$ cat config.mk
export PLATFORM = sky130hd
export DESIGN_NAME = sram128x8_ctrl_flat
export DESIGN_NICKNAME = d
export VERILOG_FILES = /design/src/rtl/sram_ctrl_pkg.sv /design/src/rtl/sram128x8_ctrl_if.sv /design/src/rtl/sram128x8_ctrl.sv /design/src/flat_wrapper.sv
export SDC_FILE = /design/constraint.sdc
export NUM_CORES = 1
export LEC_CHECK = 0
export BUFFER_PORTS_ARGS = -buffer_cell sky130_fd_sc_hd__buf_2
export CAP_MARGIN = 20
export CORE_UTILIZATION = 30
export DETAILED_ROUTE_END_ITERATION = 7
export PLACE_DENSITY_LB_ADDON = 0.05
export SYNTH_ARGS = -nofsm -noshare
export SYNTH_HDL_FRONTEND = slang
export SYNTH_SLANG_ARGS = --single-unit
$ cat constraint.sdc
create_clock -name CLK -period 1.5 [get_ports CLK]
set_clock_uncertainty 0.05 [all_clocks]
set_input_delay 0.075 -clock CLK [delete_from_list [all_inputs] [get_ports CLK]]
set_output_delay 0.075 -clock CLK [all_outputs]
set_load 0.01 [all_outputs]
$ cat src/rtl/sram_ctrl_pkg.sv
// sram_ctrl_pkg: shared state encoding, macro geometry and idle strobe levels
// for the sram128x8 controller.
package sram_ctrl_pkg;
    localparam int SRAM_ADDR_W = 7;
    localparam int SRAM_DATA_W = 8;
    typedef enum logic [2:0] {INIT, IDLE, ISSUE, CAPTURE, RESP} state_t;
    localparam logic CEN_OFF = 1'b1;
    localparam logic GWEN_OFF = 1'b1;
    localparam logic [SRAM_DATA_W-1:0] WEN_OFF = '1;
endpackage

$ cat src/rtl/sram128x8_ctrl_if.sv
// sram128x8_ctrl_if: request/response channel between a core-side requester (master)
// and the SRAM controller (slave).
interface sram128x8_ctrl_if
    import sram_ctrl_pkg::*;
#(
    parameter int ADDR_W = SRAM_ADDR_W,
    parameter int DATA_W = SRAM_DATA_W
);
    logic              REQ_VALID;
    logic              REQ_READY;
    logic              REQ_WRITE;
    logic [ADDR_W-1:0] REQ_ADDR;
    logic [DATA_W-1:0] REQ_WDATA;
    logic [DATA_W-1:0] REQ_WMASK;
    logic              RSP_VALID;
    logic              RSP_READY;
    logic [DATA_W-1:0] RSP_RDATA;
    modport master (
        output REQ_VALID, REQ_WRITE, REQ_ADDR, REQ_WDATA, REQ_WMASK, RSP_READY,
        input  REQ_READY, RSP_VALID, RSP_RDATA
    );
    modport slave (
        input  REQ_VALID, REQ_WRITE, REQ_ADDR, REQ_WDATA, REQ_WMASK, RSP_READY,
        output REQ_READY, RSP_VALID, RSP_RDATA
    );
endinterface

$ cat src/rtl/sram128x8_ctrl.sv
// sram128x8_ctrl: valid/ready initiator driving the gf180mcu sram128x8 macro strobes.
// Define SRAM_INIT_EN to sweep INIT_VALUE into every word after reset and expose INIT_DONE.
module sram128x8_ctrl
    import sram_ctrl_pkg::*;
#(
    parameter int ADDR_W = SRAM_ADDR_W,
    parameter int DATA_W = SRAM_DATA_W
`ifdef SRAM_INIT_EN
    ,
    parameter logic [DATA_W-1:0] INIT_VALUE = '0
`endif
) (
    input  logic              CLK,
    input  logic              RST,
    sram128x8_ctrl_if.slave   bus,
    output logic              CEN,
    output logic              GWEN,
    output logic [DATA_W-1:0] WEN,
    output logic [ADDR_W-1:0] A,
    output logic [DATA_W-1:0] D,
    input  logic [DATA_W-1:0] Q
`ifdef SRAM_INIT_EN
    ,
    output logic              INIT_DONE
`endif
);
`ifdef SRAM_INIT_EN
    localparam state_t RST_STATE = INIT;
    logic [ADDR_W-1:0] cnt, cnt_n;
    logic sweep, sweep_n, done, done_n;
    assign INIT_DONE = done;
`else
    localparam state_t RST_STATE = IDLE;
`endif
    state_t state, state_n;
    logic rdy, rdy_n, wr, wr_n, rsp_v, rsp_v_n, cen_n, gwen_n, acc;
    logic [DATA_W-1:0] rdata, rdata_n, wen_n, d_n;
    logic [ADDR_W-1:0] a_n;
    // rdy is registered so it stays low for the first cycle out of reset
    assign acc = bus.REQ_VALID && rdy;
    assign bus.REQ_READY = rdy;
    assign bus.RSP_VALID = rsp_v;
    assign bus.RSP_RDATA = rdata;
    always_comb begin
        state_n = state;
        wr_n = wr;
        rsp_v_n = rsp_v;
        rdata_n = rdata;
        cen_n = CEN_OFF;
        gwen_n = GWEN_OFF;
        wen_n = WEN_OFF;
        a_n = A;
        d_n = D;
`ifdef SRAM_INIT_EN
        cnt_n = cnt;
        sweep_n = sweep;
        done_n = done;
`endif
        case (state)
`ifdef SRAM_INIT_EN
            INIT: begin
                state_n = ISSUE;
                wr_n = 1'b1;
                cen_n = 1'b0;
                gwen_n = 1'b0;
                wen_n = ~WEN_OFF;
                a_n = cnt;
                d_n = INIT_VALUE;
            end
`endif
            IDLE: if (acc) begin
                state_n = ISSUE;
                wr_n = bus.REQ_WRITE;
                cen_n = 1'b0;
                gwen_n = !bus.REQ_WRITE;
                wen_n = bus.REQ_WRITE ? ~bus.REQ_WMASK : WEN_OFF;
                a_n = bus.REQ_ADDR;
                d_n = bus.REQ_WDATA;
            end
            ISSUE: begin
`ifdef SRAM_INIT_EN
                state_n = sweep ? (cnt == '1 ? IDLE : INIT) : wr ? IDLE : CAPTURE;
                cnt_n = sweep && cnt != '1 ? cnt + 1'b1 : cnt;
                sweep_n = sweep && cnt != '1;
                done_n = done || (sweep && cnt == '1);
`else
                state_n = wr ? IDLE : CAPTURE;
`endif
            end
            CAPTURE: begin
                rdata_n = Q;
                rsp_v_n = 1'b1;
                state_n = RESP;
            end
            RESP: if (bus.RSP_READY) begin
                rsp_v_n = 1'b0;
                state_n = IDLE;
            end
            default: state_n = IDLE;
        endcase
        rdy_n = state_n == IDLE;
    end
    always_ff @(posedge CLK) begin
        if (RST) begin
            state <= RST_STATE;
            rdy <= 1'b0;
            wr <= 1'b0;
            rsp_v <= 1'b0;
            rdata <= '0;
            CEN <= CEN_OFF;
            GWEN <= GWEN_OFF;
            WEN <= WEN_OFF;
            A <= '0;
            D <= '0;
`ifdef SRAM_INIT_EN
            cnt <= '0;
            sweep <= 1'b1;
            done <= 1'b0;
`endif
        end else begin
            state <= state_n;
            rdy <= rdy_n;
            wr <= wr_n;
            rsp_v <= rsp_v_n;
            rdata <= rdata_n;
            CEN <= cen_n;
            GWEN <= gwen_n;
            WEN <= wen_n;
            A <= a_n;
            D <= d_n;
`ifdef SRAM_INIT_EN
            cnt <= cnt_n;
            sweep <= sweep_n;
            done <= done_n;
`endif
        end
    end
endmodule

$ cat src/flat_wrapper.sv
// flat-port wrapper written by rule: the top's interface ports become plain ports
module sram128x8_ctrl_flat import sram_ctrl_pkg::*;
#(
    parameter int ADDR_W = SRAM_ADDR_W,
    parameter int DATA_W = SRAM_DATA_W

)
  (CLK, RST, CEN, GWEN, WEN, A, D, Q, bus_REQ_VALID, bus_REQ_WRITE, bus_REQ_ADDR, bus_REQ_WDATA, bus_REQ_WMASK, bus_RSP_READY, bus_REQ_READY, bus_RSP_VALID, bus_RSP_RDATA);
  sram128x8_ctrl_if #(.ADDR_W(ADDR_W), .DATA_W(DATA_W)) bus_i ();
  input  logic CLK;
  input  logic RST;
  output logic CEN;
  output logic GWEN;
  output logic [DATA_W-1:0] WEN;
  output logic [ADDR_W-1:0] A;
  output logic [DATA_W-1:0] D;
  input  logic [DATA_W-1:0] Q;
  input wire logic [$bits(bus_i.REQ_VALID)-1:0] bus_REQ_VALID;
  input wire logic [$bits(bus_i.REQ_WRITE)-1:0] bus_REQ_WRITE;
  input wire logic [$bits(bus_i.REQ_ADDR)-1:0] bus_REQ_ADDR;
  input wire logic [$bits(bus_i.REQ_WDATA)-1:0] bus_REQ_WDATA;
  input wire logic [$bits(bus_i.REQ_WMASK)-1:0] bus_REQ_WMASK;
  input wire logic [$bits(bus_i.RSP_READY)-1:0] bus_RSP_READY;
  output wire logic [$bits(bus_i.REQ_READY)-1:0] bus_REQ_READY;
  output wire logic [$bits(bus_i.RSP_VALID)-1:0] bus_RSP_VALID;
  output wire logic [$bits(bus_i.RSP_RDATA)-1:0] bus_RSP_RDATA;
  assign bus_i.REQ_VALID = bus_REQ_VALID;
  assign bus_i.REQ_WRITE = bus_REQ_WRITE;
  assign bus_i.REQ_ADDR = bus_REQ_ADDR;
  assign bus_i.REQ_WDATA = bus_REQ_WDATA;
  assign bus_i.REQ_WMASK = bus_REQ_WMASK;
  assign bus_i.RSP_READY = bus_RSP_READY;
  assign bus_REQ_READY = bus_i.REQ_READY;
  assign bus_RSP_VALID = bus_i.RSP_VALID;
  assign bus_RSP_RDATA = bus_i.RSP_RDATA;
  sram128x8_ctrl #(.ADDR_W(ADDR_W), .DATA_W(DATA_W)) u_core (.CLK(CLK), .RST(RST), .bus(bus_i), .CEN(CEN), .GWEN(GWEN), .WEN(WEN), .A(A), .D(D), .Q(Q));
endmodule
Word level (Yosys, flattened, before mapping)
Cells that the tools add are included.
{"block": "word_totals", "inputBits": 36, "elab_cells": 35, "out_inout_bits": 35, "regBits": 39}
{"block": "op_classes", "bitwise_logic": 4, "n_reduce_logical": 8, "eq_ne": 6, "muxes": 7}
{"cell": "3-bit case mux with 4 select lines", "count": 1}
{"cell": "8-bit inverter", "count": 1}
{"cell": "3-bit by 1-bit equality test with 1-bit output (second input constant)", "count": 2}
{"cell": "3-bit by 2-bit equality test with 1-bit output (second input constant)", "count": 2}
{"cell": "3-bit 2-to-1 mux", "count": 2}
{"cell": "2-bit AND reduction", "count": 2}
{"cell": "4-bit OR reduction", "count": 1}
{"cell": "3-bit equality test (second input constant)", "count": 1}
{"cell": "1-bit inverter", "count": 3}
{"cell": "3-bit OR reduction", "count": 1}
{"cell": "1-bit 2-to-1 mux", "count": 2}
{"cell": "2-bit 2-to-1 mux", "count": 1}
{"cell": "2-bit inequality test (second input constant)", "count": 1}
{"cell": "1-bit case mux with 2 select lines", "count": 1}
{"cell": "2-bit nonzero test", "count": 1}
{"cell": "2-bit OR reduction", "count": 1}
{"cell": "1-bit logical AND", "count": 1}
{"cell": "1-bit logical NOT", "count": 1}

Longest topological paths before layout
Gate-level depths: netlist of run 1.
{"block": "logic_depth", "word_depth": 4, "mapped_depth": 5, "depth_no_buf": 3}

Worst setup path before layout of run 1
No wires, ideal clock.
{"block": "synth_path", "path_kind": "register to register", "from": "register u_core.rdy, in the netlist u_core.bus.REQ_READY", "to": "register u_core.A[6]", "required_ns": 1.333, "t_arrival_ns": 1.170, "setup_time_ns": 0.117, "stages_incl_launch_ff": 6, "synth_period_minus_slack_ns": 1.336, "path_slack_ns": 0.164, "n_path_buf": 2, "path_cell_list": "dfxtp_1 -> nand3b_4 -> o21ba_1 -> buf_6 -> buf_8 -> a22o_1"}
{"block": "synth_via", "elab_chain_cells": 2}
{"element": "start: declaration", "line_no": "sram128x8_ctrl.sv:36", "source": "logic rdy, rdy_n, wr, wr_n, rsp_v, rsp_v_n, cen_n, gwen_n, acc;"}
{"element": "start signal: assignment", "line_no": "sram128x8_ctrl.sv:122", "source": "rdy <= rdy_n;"}
{"element": "1-bit logical AND", "line_no": "sram128x8_ctrl.sv:40", "source": "assign acc = bus.REQ_VALID && rdy;"}
{"element": "2-bit AND reduction (no line)"}
{"element": "end signal: assignment", "line_no": "sram128x8_ctrl.sv:129", "source": "A <= a_n;"}
{"element": "end: declaration", "line_no": "sram128x8_ctrl.sv:19", "source": "output logic [ADDR_W-1:0] A,"}
No other way between the ends.
A chain may end at the register's enable or synchronous reset.

Final worst setup path of run 1
{"block": "layout_path", "from": "register u_core.state[0]", "to": "register u_core.rdata[4], in the netlist u_core.bus.RSP_RDATA[4]"}
{"block": "layout_via", "elab_chain_cells": 1}
{"element": "start: declaration", "line_no": "sram128x8_ctrl.sv:35", "source": "state_t state, state_n;"}
{"element": "start signal: assignment", "line_no": "sram128x8_ctrl.sv:121", "source": "state <= state_n;"}
{"element": "3-bit by 2-bit equality test with 1-bit output", "line_no": "sram128x8_ctrl.sv:59", "source": "case (state)"}
{"element": "end signal: assignment", "line_no": "sram128x8_ctrl.sv:125", "source": "rdata <= rdata_n;"}
{"element": "end: declaration", "line_no": "sram128x8_ctrl.sv:37", "source": "logic [DATA_W-1:0] rdata, rdata_n, wen_n, d_n;"}
No other way between the ends.

==> results.md, run 1 <==
Finish:
- The number of nets in the layout is approximately 250.
- The number of fill cells is 386.
- The finished cells cover around 0.0021 mm^2.
- Of the cells placed in the final design, the portion with a size suffix greater than 1 is 42.72%.
- 0 antenna diodes ended up in the layout.
- The layout-stage area growth over the synthesis result is 59.71%.
- Measured on the finished design, the core utilization comes to 50.99%.

Clocking:
- TritonCTS built the clock tree.
- The source-to-sink clock delay at the later pin of the worst-skew pair is ~0.28 ns.
- The number of H-tree branching levels is 2.
- The cell at the root of the clock tree is sky130_fd_sc_hd__clkbuf_8.
- The clock tree buffer depth is 2.
- Clock-pin slew was measured on the worst setup and hold paths at 0.07 ns.
- The number of buffers created by CTS is 5.
- The total clock sinks is 39.

Global route:
- Global routing consumed, over all layers together, about 14% of the routing resources.
- Entering global routing, the biggest net connects 17 pins.
- The number of antenna violations at the first check in global routing is 0.
- The global-route wire length before repair is ~4.7 mm.
- The total global routing overflow is 0.
- The number of global-route vias before repair came to approximately 1.1k.

Placed design:
- The post-place setup slack is -0.005987 ns.
- Summing all placed instances gives a cell area of about 0.0017 mm^2.
- The detailed-placement wirelength estimate is 1.894 mm.
- The global placement routability congestion is between 0.7 and 0.8.
- Buffers placed on the I/O ports in this run total 70.

Timing:
- Setup violations remaining at the end of the flow were counted as 0.
- The maximum frequency from static timing analysis is approximately 740 MHz.
- The worst hold slack is 0.04964 ns.
- After layout, the worst setup slack is ~0.15 ns.
- The number of hold-slack violations in the final timing report is 0.
- Measured against its own limit, the worst slew margin works out to between 60 and 70%.
- The transition at the pin with the smallest max-transition slack is about 0.5 ns.
- The clock period minus final worst setup slack is 1.346 ns.
- Setup repair after global routing left no endpoint under its margin.
- Dividing the final minimum period by the clock period gives between 80% and 90%.
- The max-slew violation count is 0.

Run status:
- The run finished with clean final reports.

Die:
- The die is 68.18 um tall.
- The standard cell core area is between 0.004 and 0.005 mm^2.
- The number of core rows is 23.
- During I/O placement, the number of pins put on the boundary was 71.
- The die covers around 0.0046 mm^2.
- The floorplan step set the die width to 68.18 um.
- Once the floorplan was initialized, standard cells occupied between 30% and 40% of the core.

Power and ir drop:
- Power spread over the standard cell area amounts to 1027 mW/mm^2.
- The cell leakage power is between 0.0009 and 0.001 uW.
- Net switching is approximately 22% of the power.
- The worst-case IR drop observed on VDD is between 0.3 and 0.4 mV.
- The internal power of the cells totals about 1700 uW.
- The share of total power in combinational logic is a little over an eighth.
- Sequential cells account for around half of the total power.
- The overall power after layout is 2155 uW.
- The share of total power dissipated in the clock network is a little over a third.
- The net switching power is about 480 uW.

Logic synthesis:
- Synthesis inferred 39 register bits.
- Sorting the synthesized cells by area gives the leading types as sky130_fd_sc_hd__dfxtp_1 59%, sky130_fd_sc_hd__mux2i_1 6.1%, sky130_fd_sc_hd__a22o_1 6.0%, sky130_fd_sc_hd__a22o_2 4.6%, sky130_fd_sc_hd__nor2_1 3.1%.
- The net count of the mapped netlist is between 100 and 150.
- The gate count of the mapped netlist is around 110.
- The cell accounting for the most synthesized area is sky130_fd_sc_hd__dfxtp_1.
- During synthesis, Yosys emitted a total of 0 warnings.
- In this run the mean area of a mapped cell was 12.16 um^2.
- The netlist uses 28 different library cells.
- The total standard cell area after synthesis is roughly 0.0013 mm^2.
- The proportion of netlist area held by the largest area contributor is roughly 60%.
- The sequential cell area fraction in the yosys report is 59.43%.

Setup path:
- The critical path goes through and3b_2 -> mux2i_1 -> nor2_1.
- The class of the most critical setup path is reg -> reg.
- For this design, the slowest cell found on the critical path is sky130_fd_sc_hd__dfxtp_1.
- The arrival time at the worst endpoint is between 1 and 1.5 ns.
- The largest single stage delay on the critical path is between 0.4 and 0.5 ns.
- The startpoint kind of the worst setup timing path is a flop.
- Of all nets on the critical path, the largest fanout is 10.
- The worst setup path is captured at a flop.
- For the worst setup path, the data required time is 1.61 ns.
- For flop-to-flop paths, the worst setup slack is roughly 0.15 ns.

Hold path:
- The worst hold path class is in -> reg.

Routing:
- Dividing the detail-routed wire length by the instance count gives 11.46 um.
- The total length of routed wires is about 3.0 mm.
- The count of nets left with antenna violations once routing finished came out at 0.
- The via total after detailed routing is 1,144.
- The DRC violation count after routing is 0.
- The first-pass iteration count of the detailed router is 4.
- The first routing iteration left 24 violations.
- Using the TritonRoute via totals, the vias-per-cell ratio works out to 4.350.

Run:
- The tool flagged a number of max-cap violations equal to 0.
==> per-stage QoR <==
| stage | instances | setup TNS, ns |
|---|---|---|
| final | 263 | 0 |
| after global routing | 263 | 0 |
| after CTS | 263 | 0 |
| after global placement | 224 | 0 |
| after detailed placement | 224 | -0.01820 |
| after floorplan | 108 | 0 |
==> state kept, by name, indices dropped and copies added (netlist names) <==
signal                count
u_core.WEN                8
u_core.CEN                1
u_core.bus.RSP_VALID      1
u_core.bus.REQ_READY      1
u_core.state              3
u_core.wr                 1
u_core.D                  8
u_core.bus.RSP_RDATA      8
u_core.GWEN               1
u_core.A                  7
==> area by class of cell <==
class	instances	area, um^2	share of cell area, %
sequential	39	780.7	37.21
timing repair buffer	103	675.6	32.20
multi-input combinational	60	467.9	22.30
clock buffer	8	100.1	4.770
tap	50	62.56	2.982
inverter	3	11.26	0.5367
==> synthesized netlist by cell type <==
cell,number
sky130_fd_sc_hd__dfxtp_1,39
sky130_fd_sc_hd__nor2_1,11
sky130_fd_sc_hd__a22o_1,9
sky130_fd_sc_hd__mux2i_1,8
sky130_fd_sc_hd__nand2_1,8
sky130_fd_sc_hd__a22o_2,6
sky130_fd_sc_hd__a21oi_1,3
sky130_fd_sc_hd__inv_1,3
sky130_fd_sc_hd__buf_6,2
sky130_fd_sc_hd__a211oi_1,1
sky130_fd_sc_hd__a21o_1,1
sky130_fd_sc_hd__and3b_2,1
sky130_fd_sc_hd__buf_4,1
sky130_fd_sc_hd__buf_8,1
sky130_fd_sc_hd__clkbuf_1,1
sky130_fd_sc_hd__clkbuf_2,1
sky130_fd_sc_hd__nand2b_4,1
sky130_fd_sc_hd__nand3b_1,1
sky130_fd_sc_hd__nand3b_4,1
sky130_fd_sc_hd__nand4b_1,1
sky130_fd_sc_hd__nor2b_1,1
sky130_fd_sc_hd__nor3_4,1
sky130_fd_sc_hd__nor4_1,1
sky130_fd_sc_hd__nor4b_1,1
sky130_fd_sc_hd__nor4b_4,1
sky130_fd_sc_hd__o21ba_1,1
sky130_fd_sc_hd__o21bai_1,1
sky130_fd_sc_hd__or3b_1,1
==> cell usage in the layout, fill, tap and decap left out <==
master                          netlist  final
sky130_fd_sc_hd__nor3_4               1      1
sky130_fd_sc_hd__nor4b_1              1      1
sky130_fd_sc_hd__and3b_2              1      1
sky130_fd_sc_hd__nand3b_4             1      1
sky130_fd_sc_hd__nand4b_1             1      1
sky130_fd_sc_hd__a21o_1               1      1
sky130_fd_sc_hd__nor2b_1              1      1
sky130_fd_sc_hd__buf_4                1      2
sky130_fd_sc_hd__nand3b_1             1      1
sky130_fd_sc_hd__mux2i_1              8      8
sky130_fd_sc_hd__dfxtp_1             39     39
sky130_fd_sc_hd__inv_1                3      3
sky130_fd_sc_hd__a22o_1               9      9
sky130_fd_sc_hd__nor4b_4              1      1
sky130_fd_sc_hd__o21bai_1             1      1
sky130_fd_sc_hd__dlygate4sd3_1        0     31
sky130_fd_sc_hd__a22o_2               6      6
sky130_fd_sc_hd__nor4_1               1      1
sky130_fd_sc_hd__or3b_1               1      1
sky130_fd_sc_hd__o21ba_2              0      1
sky130_fd_sc_hd__buf_2                0     70
sky130_fd_sc_hd__nand2b_4             1      1
sky130_fd_sc_hd__clkbuf_8             0      7
sky130_fd_sc_hd__a211oi_1             1      1
sky130_fd_sc_hd__nor2_1              11     11
sky130_fd_sc_hd__clkbuf_1             1      1
sky130_fd_sc_hd__nand2_1              8      8
sky130_fd_sc_hd__a21oi_1              3      3
==> worst max-delay path, delay by kind of cell, from the launching register on <==
family | cells | cell delay [ns]
mux | 1 | 0.25
flops | 1 | 0.45
simple gates | 2 | 0.48
==> power by group through the flow <==
stage / clock network [uW] / registers (uW) / logic (uW)
after floorplan: 0 / 1150 / 119
after global placement: 0 / 1140 / 225
after detailed placement: 0 / 1140 / 230
after CTS: 788 / 1110 / 293
after global routing: 837 / 1120 / 320
final: 751 / 1110 / 291
==> logic make-up (layout without fill, tap and decap cells) <==
kind of cell / after synthesis / in the layout / synth area share (%)
flops: 39 / 39 / 59.43
buf+inv: 9 / 114 / 4.951
mux: 8 / 8 / 6.095
simple gates: 30 / 30 / 15.33
compound gates: 22 / 22 / 14.19
==> path summary, 6_finish.rpt <==
path / startpoint / cells after the start / to
max: u_core.state[0] / 3 / u_core.bus.RSP_RDATA[4]
max reg2reg: u_core.state[0] / 3 / u_core.bus.RSP_RDATA[4]
min reg2reg: u_core.wr / 1 / u_core.wr
min: bus_RSP_READY / 3 / u_core.state[0]
==> routing by layer <==
metal | share of wire (%) | track usage [%] | vias up
met3 | 7.4 | 5.667 | 2
met2 | 47 | 24.14 | 55
met1 | 45 | 14.92 | 502
li1 | - | - | 585
met5 | 0 | 0 | -
met4 | 0.46 | 5.469 | 0
==> timing repair <==
item	in CTS	in global routing
endpoints found under the setup margin	6	0
gates resized for setup	1	0
hold endpoints to repair	31	0
buffers inserted	0	0
hold buffers	31	0
Note: power is estimated with default switching activity, not from simulation.
==> run 2, diff against run 1 <==
BUFFER_PORTS_ARGS = not set   (was -buffer_cell sky130_fd_sc_hd__buf_2)
DONT_BUFFER_PORTS = 1   (was not set)
==> results.md, run 2 (same netlist as run 1, synthesis figures left out) <==
Run status:
- The run finished with clean final reports.

Setup path:
- The data required time at the worst endpoint is ~1.6 ns.
- The type of element capturing the critical path is a flop.
- The critical path buffer and inverter count is 0.
- At the worst endpoint, the arrival time is approximately 1.4 ns.
- The critical path's top delay family is simple AND/OR/NAND/NOR gates.
- The critical path is of the reg -> reg type.
- For this run, the slowest stage of the critical path takes roughly 0.44 ns.
- The cell type of the slowest stage on the worst timing path is sky130_fd_sc_hd__dfxtp_1.
- The startpoint kind of the worst setup timing path is a flop.
- The critical path goes through and3b_2 -> mux2i_1 -> nor2_1.
- In this run the worst path has a maximum fanout of 10.

Power and ir drop:
- The fraction of power consumed by the clock network is 33.8%.
- Net switching is between 20 and 25% of the power.
- Dividing total power by cell area gives a power density of 1129 mW/mm^2.
- The share of total power dissipated in combinational logic is 10.5%.
- The net switching power is approximately 460 uW.
- The internal power of the cells totals 1573 uW.
- The largest voltage drop on the vdd net is 0.4191 mV.
- For this design the static power due to leakage is ~0.00071 uW.
- The relative contribution of sequential cells to total power is 55.8%.

Finish:
- Once layout is done, the placed cells without fillers occupy approximately 0.0018 mm^2.
- The antenna diode instance count is 0.
- The most common library cell in the layout ignoring fill and taps is sky130_fd_sc_hd__dfxtp_1.
- In the layout the commonest cells are 39 x sky130_fd_sc_hd__dfxtp_1, 33 x sky130_fd_sc_hd__dlygate4sd3_1, 11 x sky130_fd_sc_hd__nor2_1, 9 x sky130_fd_sc_hd__a22o_1.
- After the last flow step, the layout net total stands at approximately 180.
- The layout cell share with drive strength beyond 1 is between 10% and 20%.
- Cells fill 43.81% of the core in the end.
- After the flow finishes, the layout carries non-filler instances totaling roughly 200.
- The layout-stage area growth over the synthesis result is 37.24%.

Routing:
- The routed design has 2.784 mm of wire.
- The detailed router put a total of 1.139 mm of wire on met1.
- The via total after detailed routing is roughly 950.
- In the routed layout, each cell is associated on average with a via count of 4.793.
- The count of nets left with antenna violations once routing finished came out at 0.
- The DRC violation count after routing is 0.
- The number of DRC markers after the initial detailed-route iteration is 6.
- After detailed routing, the average wire length per cell comes to around 14 um.
- The met2 wire length is roughly 1.4 mm.
- The met3 layer wire length in the routed design is 240 um.
- The first-pass iteration count of the detailed router is 4.
- The highest layer touched by signal routing is met4.

Timing:
- The routed design could run at a clock period as short as about 1.3 ns.
- The transition at the pin with the smallest max-transition slack is roughly 0.64 ns.
- After routing, the total negative slack on setup checks comes to 0 ns.
- The total setup violations reported at the end of the flow is 0.
- The worst relative slew slack is ~57%.
- The max-slew violation count came to 0.
- The number of hold-slack violations in the final timing report is 0.
- Static timing analysis puts the maximum clock frequency at 765.5 MHz.
- Setup repair after global routing left no endpoint under its margin.
- The share of the clock period used by the worst path after layout is between 80% and 90%.

Global route:
- Entering global routing, the biggest net connects 17 pins.
- For this run, the total global-route usage over all layers was measured as between 10 and 15%.
- The number of global-route vias before repair is between 900 and 1k.
- The number of antenna violations at the first check in global routing is 0.
- The global-route wire length before repair is approximately 4 mm.
- The total global routing overflow is 0.

Run:
- The number of violations of the max-capacitance limit is 0.

Clocking:
- Clock-pin slew was measured on the worst setup and hold paths at ~0.070 ns.
- In this run the post-CTS setup repair buffer count came out at 0.
- The number of H-tree branching levels is 2.
- The clock tree from TritonCTS is built.
- Counting along the longest clock path gives a buffer depth of 2.
- The clock reaches the later pin of the worst-skew pair after ~0.28 ns.
- Clock tree synthesis found a total of 39 sinks.
- The cell at the root of the clock tree is sky130_fd_sc_hd__clkbuf_8.
- Buffers inserted during clock tree synthesis total 5.

Die:
- The overall die area is between 0.004 and 0.005 mm^2.
- Once the floorplan was initialized, standard cells occupied 31.92% of the core.
- The number of placed I/O pins is 71.
- The number of core rows is 23.
- The die boundary height is about 70 um.
- The standard cell core area is between 0.004 and 0.005 mm^2.
- The die is 68.18 um wide.

Placed design:
- The global placement routability congestion is between 0.7 and 0.8.
- The number of input and output port buffers inserted is 0.
- The number of placed instances, taps included is 157.
- The instance area at placement is between 0.001 and 0.0015 mm^2.

Hold path:
- The worst hold path class is in -> reg.
-- run 2: worst reg2reg max path: stages, from the launching register on --
cell	delay, ns
sky130_fd_sc_hd__dfxtp_1	0.44
sky130_fd_sc_hd__and3b_2	0.41
sky130_fd_sc_hd__mux2i_1	0.23
sky130_fd_sc_hd__nor2_1	0.05
-- run 2: worst paths after layout --
kind / slack [ns] / from / cells after the start / endpoint
worst max-delay path: 0.19 / u_core.state[0] / 3 / u_core.bus.RSP_RDATA[0]
worst min-delay path: 0.04 / bus_REQ_WRITE / 2 / u_core.wr
worst max register to register: 0.19 / u_core.state[0] / 3 / u_core.bus.RSP_RDATA[0]
worst min register to register: 0.43 / u_core.wr / 1 / u_core.wr
-- run 2: timing repair --
| item | 4_1_cts | 5_1_grt |
|---|---|---|
| hold buffers | 34 | 0 |
| hold endpoints to repair | 39 | 0 |
| gates resized for setup | 0 | 1 |
| setup endpoints to repair | 0 | 12 |
-- run 2: through the flow --
| stage | setup slack, ns | hold WS (ns) | total power [uW] |
|---|---|---|---|
| finish | 0.1937 | 0.03612 | 2036 |
| CTS | 0.04541 | 0.02594 | 2071 |
| global placement | 0.1919 | 0.08802 | 1290 |
| global route | 0.07268 | 0.03472 | 2137 |
| floorplan | 0.1635 | 0.08694 | 1272 |
| detailed placement | 0.1896 | 0.09002 | 1291 |
-- run 2: routing by layer --
metal	track usage, %	vias up
li1	-	458
met1	12.92	433
met2	20.47	54
met3	6.000	4
met4	5.208	0
met5	0	-
-- run 2: final cells by class --
type	count	area [um^2]
Clock buffer	6	82.58
Clock inverter	1	5.005
Fill cell	392	2312
Inverter	3	11.26
Multi-Input combinational cell	60	467.9
Sequential cell	39	780.7
Tap cell	50	62.56
Timing Repair Buffer	39	392.9
-- run 2: power by group through the flow --
stage | logic [uW] | clock network [uW] | registers (uW)
4_1_cts | 213 | 724 | 1130
6_report | 213 | 688 | 1140
3_5_place_dp | 134 | 0 | 1160
5_1_grt | 234 | 762 | 1140
2_1_floorplan | 119 | 0 | 1150
3_3_place_gp | 130 | 0 | 1160
==> run 3, diff against run 2 <==
clock period = 1.53 ns   (was 1.5 ns; I/O delays follow)
==> results.md, run 3 (same netlist as run 1, synthesis figures left out) <==
Run status:
- The run finished with clean final reports.

Placed design:
- The congestion estimate from routability-driven global placement came to about 0.73.
- Port buffering added 0 buffers.
- The instance area at placement is around 0.0014 mm^2.
- The HPWL after detailed placement is 1.669 mm.
- Timing analysis after detailed placement gives a worst setup slack of 0.2192 ns.

Global route:
- The number of antenna violations at the first check in global routing was 0.
- Entering global routing, the biggest net connects 17 pins.
- The first global-routing pass estimated just over 4 mm of wire.
- The total global routing overflow is 0.
- The number of global-route vias before repair is 971.
- Across every metal layer, demand over resource in global routing totals between 10% and 20%.

Clocking:
- The clock tree buffer depth is 2.
- The source-to-sink clock delay at the later pin of the worst-skew pair is 0.29 ns.
- The number of post-CTS setup repair buffers is 0.
- The cell at the root of the clock tree is sky130_fd_sc_hd__clkbuf_8.
- After clock tree synthesis, the clock-pin slew on the worst setup and hold paths is roughly 0.080 ns.
- The total clock sinks is 39.
- The number of buffers created by CTS is 5.
- The clock tree from TritonCTS is built.
- The number of H-tree branching levels is 2.

Timing:
- The worst path uses slightly below 90% of the clock period.
- The max-slew violation count came to 0.
- The worst pin sits at a relative slew slack of between 60 and 70%.
- The maximum frequency from static timing analysis is approximately 750 MHz.
- The setup TNS is 0 ns.
- At the pin with the least slew margin, the transition time is 0.5304 ns.
- The total setup violations reported at the end of the flow is 0.
- Setup repair after global routing left no endpoint under its margin.
- The clock period could shrink to ~1.3 ns.
- Once routing completed, OpenROAD measured the worst setup slack at 0.2015 ns.
- The number of hold-slack violations in the final timing report was 0.

Finish:
- After routing the design area is around 0.0018 mm^2.
- The number of antenna diodes in the final layout is 0.
- The area growth from synthesis to layout is 38.00%.
- The layout cell share with drive strength beyond 1 is between 10% and 20%.
- In the layout the commonest cells are 39 x sky130_fd_sc_hd__dfxtp_1, 34 x sky130_fd_sc_hd__dlygate4sd3_1, 11 x sky130_fd_sc_hd__nor2_1, 9 x sky130_fd_sc_hd__a22o_1.
- The most common library cell in the layout ignoring fill and taps is sky130_fd_sc_hd__dfxtp_1.
- The number of nets in the layout is roughly 180.

Die:
- The number of core rows is 23.
- The number of placed I/O pins is a little over 70.
- The standard cell core area is between 0.004 and 0.005 mm^2.
- The overall die area is 0.004648 mm^2.
- The die boundary height is 68.18 um.
- Once the floorplan was initialized, standard cells occupied approximately a third of the core.
- The horizontal die dimension is 68.18 um.

Run:
- The number of violations of the max-capacitance limit is 0.

Setup path:
- The highest fanout seen on the critical path is 10.
- The worst register-to-register path begins at u_core.state[0].
- The type of element capturing the critical path is a flop.
- For flop-to-flop paths, the worst setup slack is approximately 0.20 ns.
- STA classifies the critical path startpoint as a flop.
- The arrival time at the worst endpoint is 1.44 ns.
- The data required time at the worst endpoint is approximately 1.6 ns.
- Tracing the worst setup path back leads to its startpoint at u_core.state[0].
- Measured in cells, the most critical reg-to-reg path has a length of 3.
- The critical path ends at u_core.bus.RSP_RDATA[5].
- The endpoint identified for the worst register-to-register timing path is u_core.bus.RSP_RDATA[5].
- The critical path is of the reg -> reg type.

Power and ir drop:
- For this design the total switching power over the nets is ~490 uW.
- Net switching is 22.69% of the power.
- Registers are responsible for 51.5% of the overall power.
- The internal portion of the total power is roughly 1700 uW.
- The clock network accounts for roughly two fifths of the total power.
- The analysis attributes to cell leakage a power of approximately 0.00071 uW.
- The share of total power dissipated in combinational logic is under 10%.
- In this run the power density over the cells is ~1200 mW/mm^2.
- The worst-case IR drop observed on VDD is 0.6232 mV.

Routing:
- The first-pass iteration count of the detailed router is 4.
- The via density per instance is about 4.7.
- The number of DRC markers after the initial detailed-route iteration is 10.
- Detailed routing inserted a total of approximately 940 vias.
- The DRC violation count after routing is 0.
- Dividing the detail-routed wire length by the instance count gives 13.93 um.
- The count of nets left with antenna violations once routing finished came out at 0.
- Summed over all layers, the routed wires come to between 2 and 3 mm.

Hold path:
- The worst hold path class is in -> reg.
## run 3: cell types whose count changed in the layout (fill, tap and decap cells not counted), sizes merged
cell and delta:
bufinv +1, clkbuf -1, clkinv +1, dlygate4sd3 +1
dlymetal6s4s -1
## run 3: worst max-delay path, cell delays in order, from the launching register on
cell and delay [ns]:
sky130_fd_sc_hd__dfxtp_1 0.45, sky130_fd_sc_hd__and3b_2 0.41, sky130_fd_sc_hd__mux2i_1 0.24, sky130_fd_sc_hd__nor2_1 0.06
## run 3: power by group through the flow
stage	clock network, uW	registers (uW)	logic [uW]
final	845	1110	202
after global placement	0	1140	123
after floorplan	0	1130	116
after detailed placement	0	1140	127
after CTS	881	1110	203
after global routing	918	1120	223
## run 3: timing repair
| action | CTS | global route |
|---|---|---|
| hold buffers | 34 | 0 |
| resized for setup | 0 | 0 |
| endpoints found under the hold margin | 37 | 0 |
## run 3: area by class of cell
type	count	area [um^2]
fill	379	2302
timing repair buffer	39	377.9
clock inverter	3	43.79
sequential	39	780.7
multi-input combinational	60	467.9
clock buffer	5	68.82
inverter	3	11.26
tap	50	62.56
## run 3: how the worst min path moves through the flow
stage                           startpoint       endpoint  cells after the start
after CTS                              RST     u_core.CEN                      3
after global routing                   RST     u_core.CEN                      3
after global placement    bus_REQ_WMASK[5]  u_core.WEN[5]                      1
final                                  RST     u_core.CEN                      3
after detailed placement  bus_REQ_WMASK[3]  u_core.WEN[3]                      1
after floorplan           bus_REQ_WMASK[0]  u_core.WEN[0]                      1
## run 3: metal layers
layer / GRT usage, % / part of all wire, %
met5: 0 / 0
met3: 5.667 / 9.2
met1: 12.88 / 42
met4: 6.250 / 1.6
met2: 20.96 / 47
## run 3: through the flow
step	std cells	power, uW	hold WS [ns]	util (%)
CTS	199	2196	0.01493	44.06
floorplan	108	1247	0.08844	-
global route	199	2261	0.04230	44.06
detailed placement	157	1263	0.09154	33.05
global placement	157	1260	0.08902	33.05
finish	199	2160	0.02592	44.06
